[src/rtl/dll_priority_enc_pipe.sv]
// Pipelined leading-one detector over in[WIDTH-1:MIN_BIT], MSB first, split across STAGES registers.
// Optional peak-hold tracker is built when DLL_PRIO_PEAK_HOLD_EN is defined.
module dll_priority_enc_pipe #(
    parameter int WIDTH    = 36,
    parameter int MIN_BIT  = 11,
    parameter int STAGES   = 2,
    parameter int NONE_VAL = 10,
    parameter int POS_W    = 6
) (
    input  logic             clk,
    input  logic             reset_n,
    input  logic [WIDTH-1:0] in,
    input  logic             in_valid,
    input  logic             peak_clear,
    output logic [POS_W-1:0] out_pos,
    output logic             out_found,
    output logic             out_valid,
    output logic [POS_W-1:0] peak_pos,
    output logic             peak_valid
);

    localparam int NBITS = WIDTH - MIN_BIT;
    localparam int SEG   = (NBITS + STAGES - 1) / STAGES;
    localparam logic [POS_W-1:0] NONE_POS = POS_W'(NONE_VAL);

    // Stage inputs (what stage k sees) and stage registers (what stage k holds)
    logic             stg_valid  [STAGES];
    logic             stg_found  [STAGES];
    logic [POS_W-1:0] stg_pos    [STAGES];
    logic [WIDTH-1:0] stg_data   [STAGES];
    logic             found_next [STAGES];
    logic [POS_W-1:0] pos_next   [STAGES];

    logic             valid_reg  [STAGES];
    logic             found_reg  [STAGES];
    logic [POS_W-1:0] pos_reg    [STAGES];
    logic [WIDTH-1:0] data_reg   [STAGES];

    genvar gi;
    generate
        for (gi = 0; gi < STAGES; gi++) begin : g_stage
            localparam int SEG_HI     = WIDTH - 1 - gi * SEG;
            localparam int SEG_LO_RAW = SEG_HI - SEG + 1;
            // Last segment always extends down to MIN_BIT and absorbs the remainder
            localparam int SEG_LO     = (gi == STAGES - 1 || SEG_LO_RAW < MIN_BIT) ? MIN_BIT : SEG_LO_RAW;

            logic             seg_found;
            logic [POS_W-1:0] seg_pos;

            if (gi == 0) begin : g_head
                assign stg_valid[gi] = in_valid;
                assign stg_found[gi] = 1'b0;
                assign stg_pos[gi]   = NONE_POS;
                assign stg_data[gi]  = in;
            end else begin : g_tail
                assign stg_valid[gi] = valid_reg[gi-1];
                assign stg_found[gi] = found_reg[gi-1];
                assign stg_pos[gi]   = pos_reg[gi-1];
                assign stg_data[gi]  = data_reg[gi-1];
            end

            always_comb begin
                seg_found = stg_found[gi];
                seg_pos   = stg_pos[gi];
                if (!stg_found[gi]) begin
                    // Ascending scan so the highest set bit is the last one written
                    for (int b = SEG_LO; b <= SEG_HI; b++) begin
                        if (stg_data[gi][b]) begin
                            seg_found = 1'b1;
                            seg_pos   = POS_W'(b);
                        end
                    end
                end
            end

            assign found_next[gi] = seg_found;
            assign pos_next[gi]   = seg_pos;
        end
    endgenerate

    // found/pos only load on valid samples, so the last stage holds across bubbles
    always_ff @(posedge clk or negedge reset_n) begin
        if (!reset_n) begin
            for (int k = 0; k < STAGES; k++) begin
                valid_reg[k] <= 1'b0;
                found_reg[k] <= 1'b0;
                pos_reg[k]   <= NONE_POS;
                data_reg[k]  <= '0;
            end
        end else begin
            for (int k = 0; k < STAGES; k++) begin
                valid_reg[k] <= stg_valid[k];
                if (stg_valid[k]) begin
                    found_reg[k] <= found_next[k];
                    pos_reg[k]   <= pos_next[k];
                    data_reg[k]  <= stg_data[k];
                end
            end
        end
    end

    assign out_valid = valid_reg[STAGES-1];
    assign out_found = found_reg[STAGES-1];
    assign out_pos   = pos_reg[STAGES-1];

`ifdef DLL_PRIO_PEAK_HOLD_EN
    logic [POS_W-1:0] peak_pos_reg;
    logic             peak_valid_reg;
    logic             result_hit;

    assign result_hit = out_valid && out_found;

    // A clear coincident with a qualifying result restarts the window with that result
    always_ff @(posedge clk or negedge reset_n) begin
        if (!reset_n) begin
            peak_pos_reg   <= NONE_POS;
            peak_valid_reg <= 1'b0;
        end else if (peak_clear) begin
            peak_pos_reg   <= result_hit ? out_pos : NONE_POS;
            peak_valid_reg <= result_hit;
        end else if (result_hit && (!peak_valid_reg || out_pos > peak_pos_reg)) begin
            peak_pos_reg   <= out_pos;
            peak_valid_reg <= 1'b1;
        end
    end

    assign peak_pos   = peak_pos_reg;
    assign peak_valid = peak_valid_reg;
`else
    logic peak_clear_unused;
    assign peak_clear_unused = peak_clear;
    assign peak_pos          = NONE_POS;
    assign peak_valid        = 1'b0;
`endif

endmodule

[config.mk]
export PLATFORM = sky130hd
export DESIGN_NAME = dll_priority_enc_pipe
export DESIGN_NICKNAME = d
export VERILOG_FILES = /design/src/rtl/dll_priority_enc_pipe.sv
export SDC_FILE = /design/constraint.sdc
export NUM_CORES = 1
export LEC_CHECK = 0
export CORE_ASPECT_RATIO = 0.5
export CORE_MARGIN = 2
export CORE_UTILIZATION = 30
export CTS_BUF_LIST = sky130_fd_sc_hd__clkbuf_4
export CTS_CLUSTER_DIAMETER = 120
export DETAILED_ROUTE_END_ITERATION = 7
export MAX_ROUTING_LAYER = met4
export PLACE_DENSITY = 0.58
export REMOVE_ABC_BUFFERS = 1
export SETUP_SLACK_MARGIN = 0.5
export SLEW_MARGIN = 20
export SYNTH_ARGS = -nofsm -noshare
export SYNTH_HDL_FRONTEND = slang
export SYNTH_SLANG_ARGS = --single-unit
[constraint.sdc]
create_clock -name clk -period 2.26 [get_ports clk]
set_input_delay 0.565 -clock clk [delete_from_list [all_inputs] [get_ports clk]]
set_output_delay 0.565 -clock clk [all_outputs]
set_load 0.05 [all_outputs]
==> impl_metrics.env <==
export IMPL_setup_viol=0
export IMPL_boundaryPins=55
export IMPL_yosysSeqAreaShare_pct=49.74
export IMPL_maxSlewViolCount=0
export IMPL_holdBufCountCts=0
export IMPL_status="finished, final reports clean"
export IMPL_total_leakage_power_nw=0.7327
export IMPL_yosysUniqueCellTypes=41
export IMPL_clkLatencyLatePin_ns=0.32
export IMPL_place_hpwl_um=2224
export IMPL_ys_flop_type="dfrtp_1"
export IMPL_synth_cells=143
export IMPL_num_nets_final=213
export IMPL_ys_warnings_count=0
export IMPL_cp_start_kind="input pin"
export IMPL_fin_crit_ns=1.716
export IMPL_overflow=0
export IMPL_vias=1066
export IMPL_holdPathEnd="out_pos[3]"
export IMPL_end_kind="flop"
export IMPL_syn_area_per_cell_um2=9.922
export IMPL_crit_start="in[29]"
export IMPL_first_iter_violations=23
export IMPL_n_antenna_cell=0
export IMPL_routed_wl_um=2875
export IMPL_htreeDepth=1
export IMPL_reg2reg_depth=4
export IMPL_grt_start_max_net_pins=29
export IMPL_hold_violations=0
export IMPL_antenna_found_initial=0
export IMPL_gr_usage_all_layers_pct=12.08
export IMPL_yosysMostFrequentCell="dfrtp_1"
export IMPL_cap_violations=0
export IMPL_yosys_area_top_type="dfrtp_1"
export IMPL_drc=0
export IMPL_vdd_drop_max_mv=0.1765
export IMPL_row_count=17
export IMPL_cp_max_fo=3
export IMPL_viasPerCell=4.655
export IMPL_finalPower_mw=1.030
export IMPL_fin_crit_sh_pct=75.93
export IMPL_relSlewSlack_pct=66.11
export IMPL_die_x_um=101.3
export IMPL_ys_ff_latch=28
export IMPL_min_from="out_pos[3]"
export IMPL_cts_buffers=3
export IMPL_clk_pin_slew_ns=0.15
export IMPL_chipHeight_um=52.63
export IMPL_grt_pass1_wl_um=4795
export IMPL_rsz0062_at_grt="false"
export IMPL_drive_gt1_share_pct=18.60
export IMPL_yosys_top_cells_count="dfrtp_1 (24), nor2_1 (17), buf_4 (13)"
export IMPL_synth_area_leaders="dfrtp_1 (42%), dfstp_2 (7.4%), mux2_2 (7.1%), buf_4 (6.9%), nor2_1 (4.5%)"
export IMPL_area_delta_synth_final_pct=26.72
export IMPL_ant_nets=0
export IMPL_io_buffers=35
export IMPL_holdPathStages=2
export IMPL_grt_pass1_vias=1060
export IMPL_die_area_um2=5329
export IMPL_num_fill_cells=438
export IMPL_synth_area_um2=1419
export IMPL_power_density_nw_per_um2=572.6
export IMPL_required_ns=2.49
export IMPL_core_area_um2=4467
export IMPL_hold_class="reg2reg"
export IMPL_tightestPinTransition_ns=0.5037
export IMPL_path_class="in2reg"
export IMPL_final_setup_tns_ns=0
export IMPL_max_freq_mhz=582.7
export IMPL_routabilityCongestion=0.7712
export IMPL_first_pass_iters=4
export IMPL_cp_arrival_ns=1.94
export IMPL_cts_root_buffer="clkbuf_4"
export IMPL_start_util_pct=31.76
export IMPL_cts_sinks=28
export IMPL_clk_path_buf_depth=2
export IMPL_cts_tree="done"
export IMPL_r2r_end="out_pos[5]"
export IMPL_async_flop_share_pct=100.0
export IMPL_synth_edf_count=0
export IMPL_synth_top_area_share_pct=42.33
export IMPL_wire_per_inst_um=12.55
export IMPL_fin_skew_ns=0.003561
export IMPL_rr_startpoint="data_reg[48]"
export IMPL_r2r_slack_ns=0.70
export IMPL_largest_reg_flops=12
==> worst max-delay path: stages <==
cell and delay, ns:
clkdlybuf4s50_1 0.47, nor4_2 0.44, nand2_1 0.13, o32a_1 0.34
==> stage by stage <==
step                      hold slack (ns)  worst slack, ns  cell area, um2  util, %  cells
after CTS                          0.4897           0.5189            1797    40.22    229
after global routing               0.5272           0.5341            1798    40.25    229
after detailed placement           0.4692           0.1431            1758    39.36    225
after floorplan                    0.2694           0.7995            1319        -    130
after global placement             0.4673           0.1957            1758    39.36    225
final                              0.4858           0.5440            1798    40.25    229
==> cell type report <==
type                       instances  area, um2  share of cell area (%)
sequential                        28      705.7                   39.25
multi-input combinational         90      580.6                   32.29
timing repair buffer              38      369.1                   20.53
tap                               57      71.32                   3.967
inverter                          12      45.04                   2.505
clock buffer                       3      22.52                   1.253
clock inverter                     1      3.754                  0.2088
==> placed cells by master, fill, tap and decap left out, types with 3 or more instances in the layout <==
cell type,Yosys,final
buf_4,13,5
clkbuf_4,0,3
clkdlybuf4s15_2,0,5
clkdlybuf4s50_1,0,27
conb_1,2,7
dfrtp_1,24,24
dfstp_2,4,4
inv_1,12,12
mux2_2,9,9
nand2_1,5,5
nor2_1,17,17
o21a_1,3,3
o21ai_0,8,8
o22ai_1,6,6
==> worst max-delay path by stage <==
stage	to	slack, ns	depth (start not counted)
2_1_floorplan	found_reg[1]	0.80	3
3_5_place_dp	found_reg[1]	0.14	4
4_1_cts	out_valid	0.52	1
5_1_grt	found_reg[1]	0.53	4
3_3_place_gp	found_reg[1]	0.20	4
6_report	found_reg[1]	0.54	4
==> power breakdown <==
| group | internal, mW | switching, mW |
|---|---|---|
| combinational | 0.105 | 0.137 |
| sequential | 0.544 | 0.0361 |
| clock | 0.0648 | 0.143 |
==> cells by family (layout without fill, tap and decap cells) <==
logic type             count (synthesis)  after routing  share of synthesized area, %
and+or+nand+nor                       35             35                         12.08
other                                  2              7                        0.5293
muxes                                  9              9                         7.143
DFF                                   28             28                         49.74
buffers and inverters                 30             54                         11.55
AOI/OAI and AO/OA                     39             39                         18.96
==> routing by layer <==
metal  wire (um)  up-vias  part of all wire, %  track usage (%)
li1            -      543                    -                -
met3         147        2                  5.1            3.467
met5           0        -                    0                -
met2        1262       29                   44            19.09
met1        1437      492                   50            15.59
met4          27        0                 0.94            2.703
==> repair_timing <==
item,CTS,global route
setup buffers,0,0
pin swaps,0,0
endpoints found under the setup margin,7,2
gates resized for setup,18,2
cloned,0,0
endpoints found under the hold margin,0,0
(Power assumes the default switching activity.)
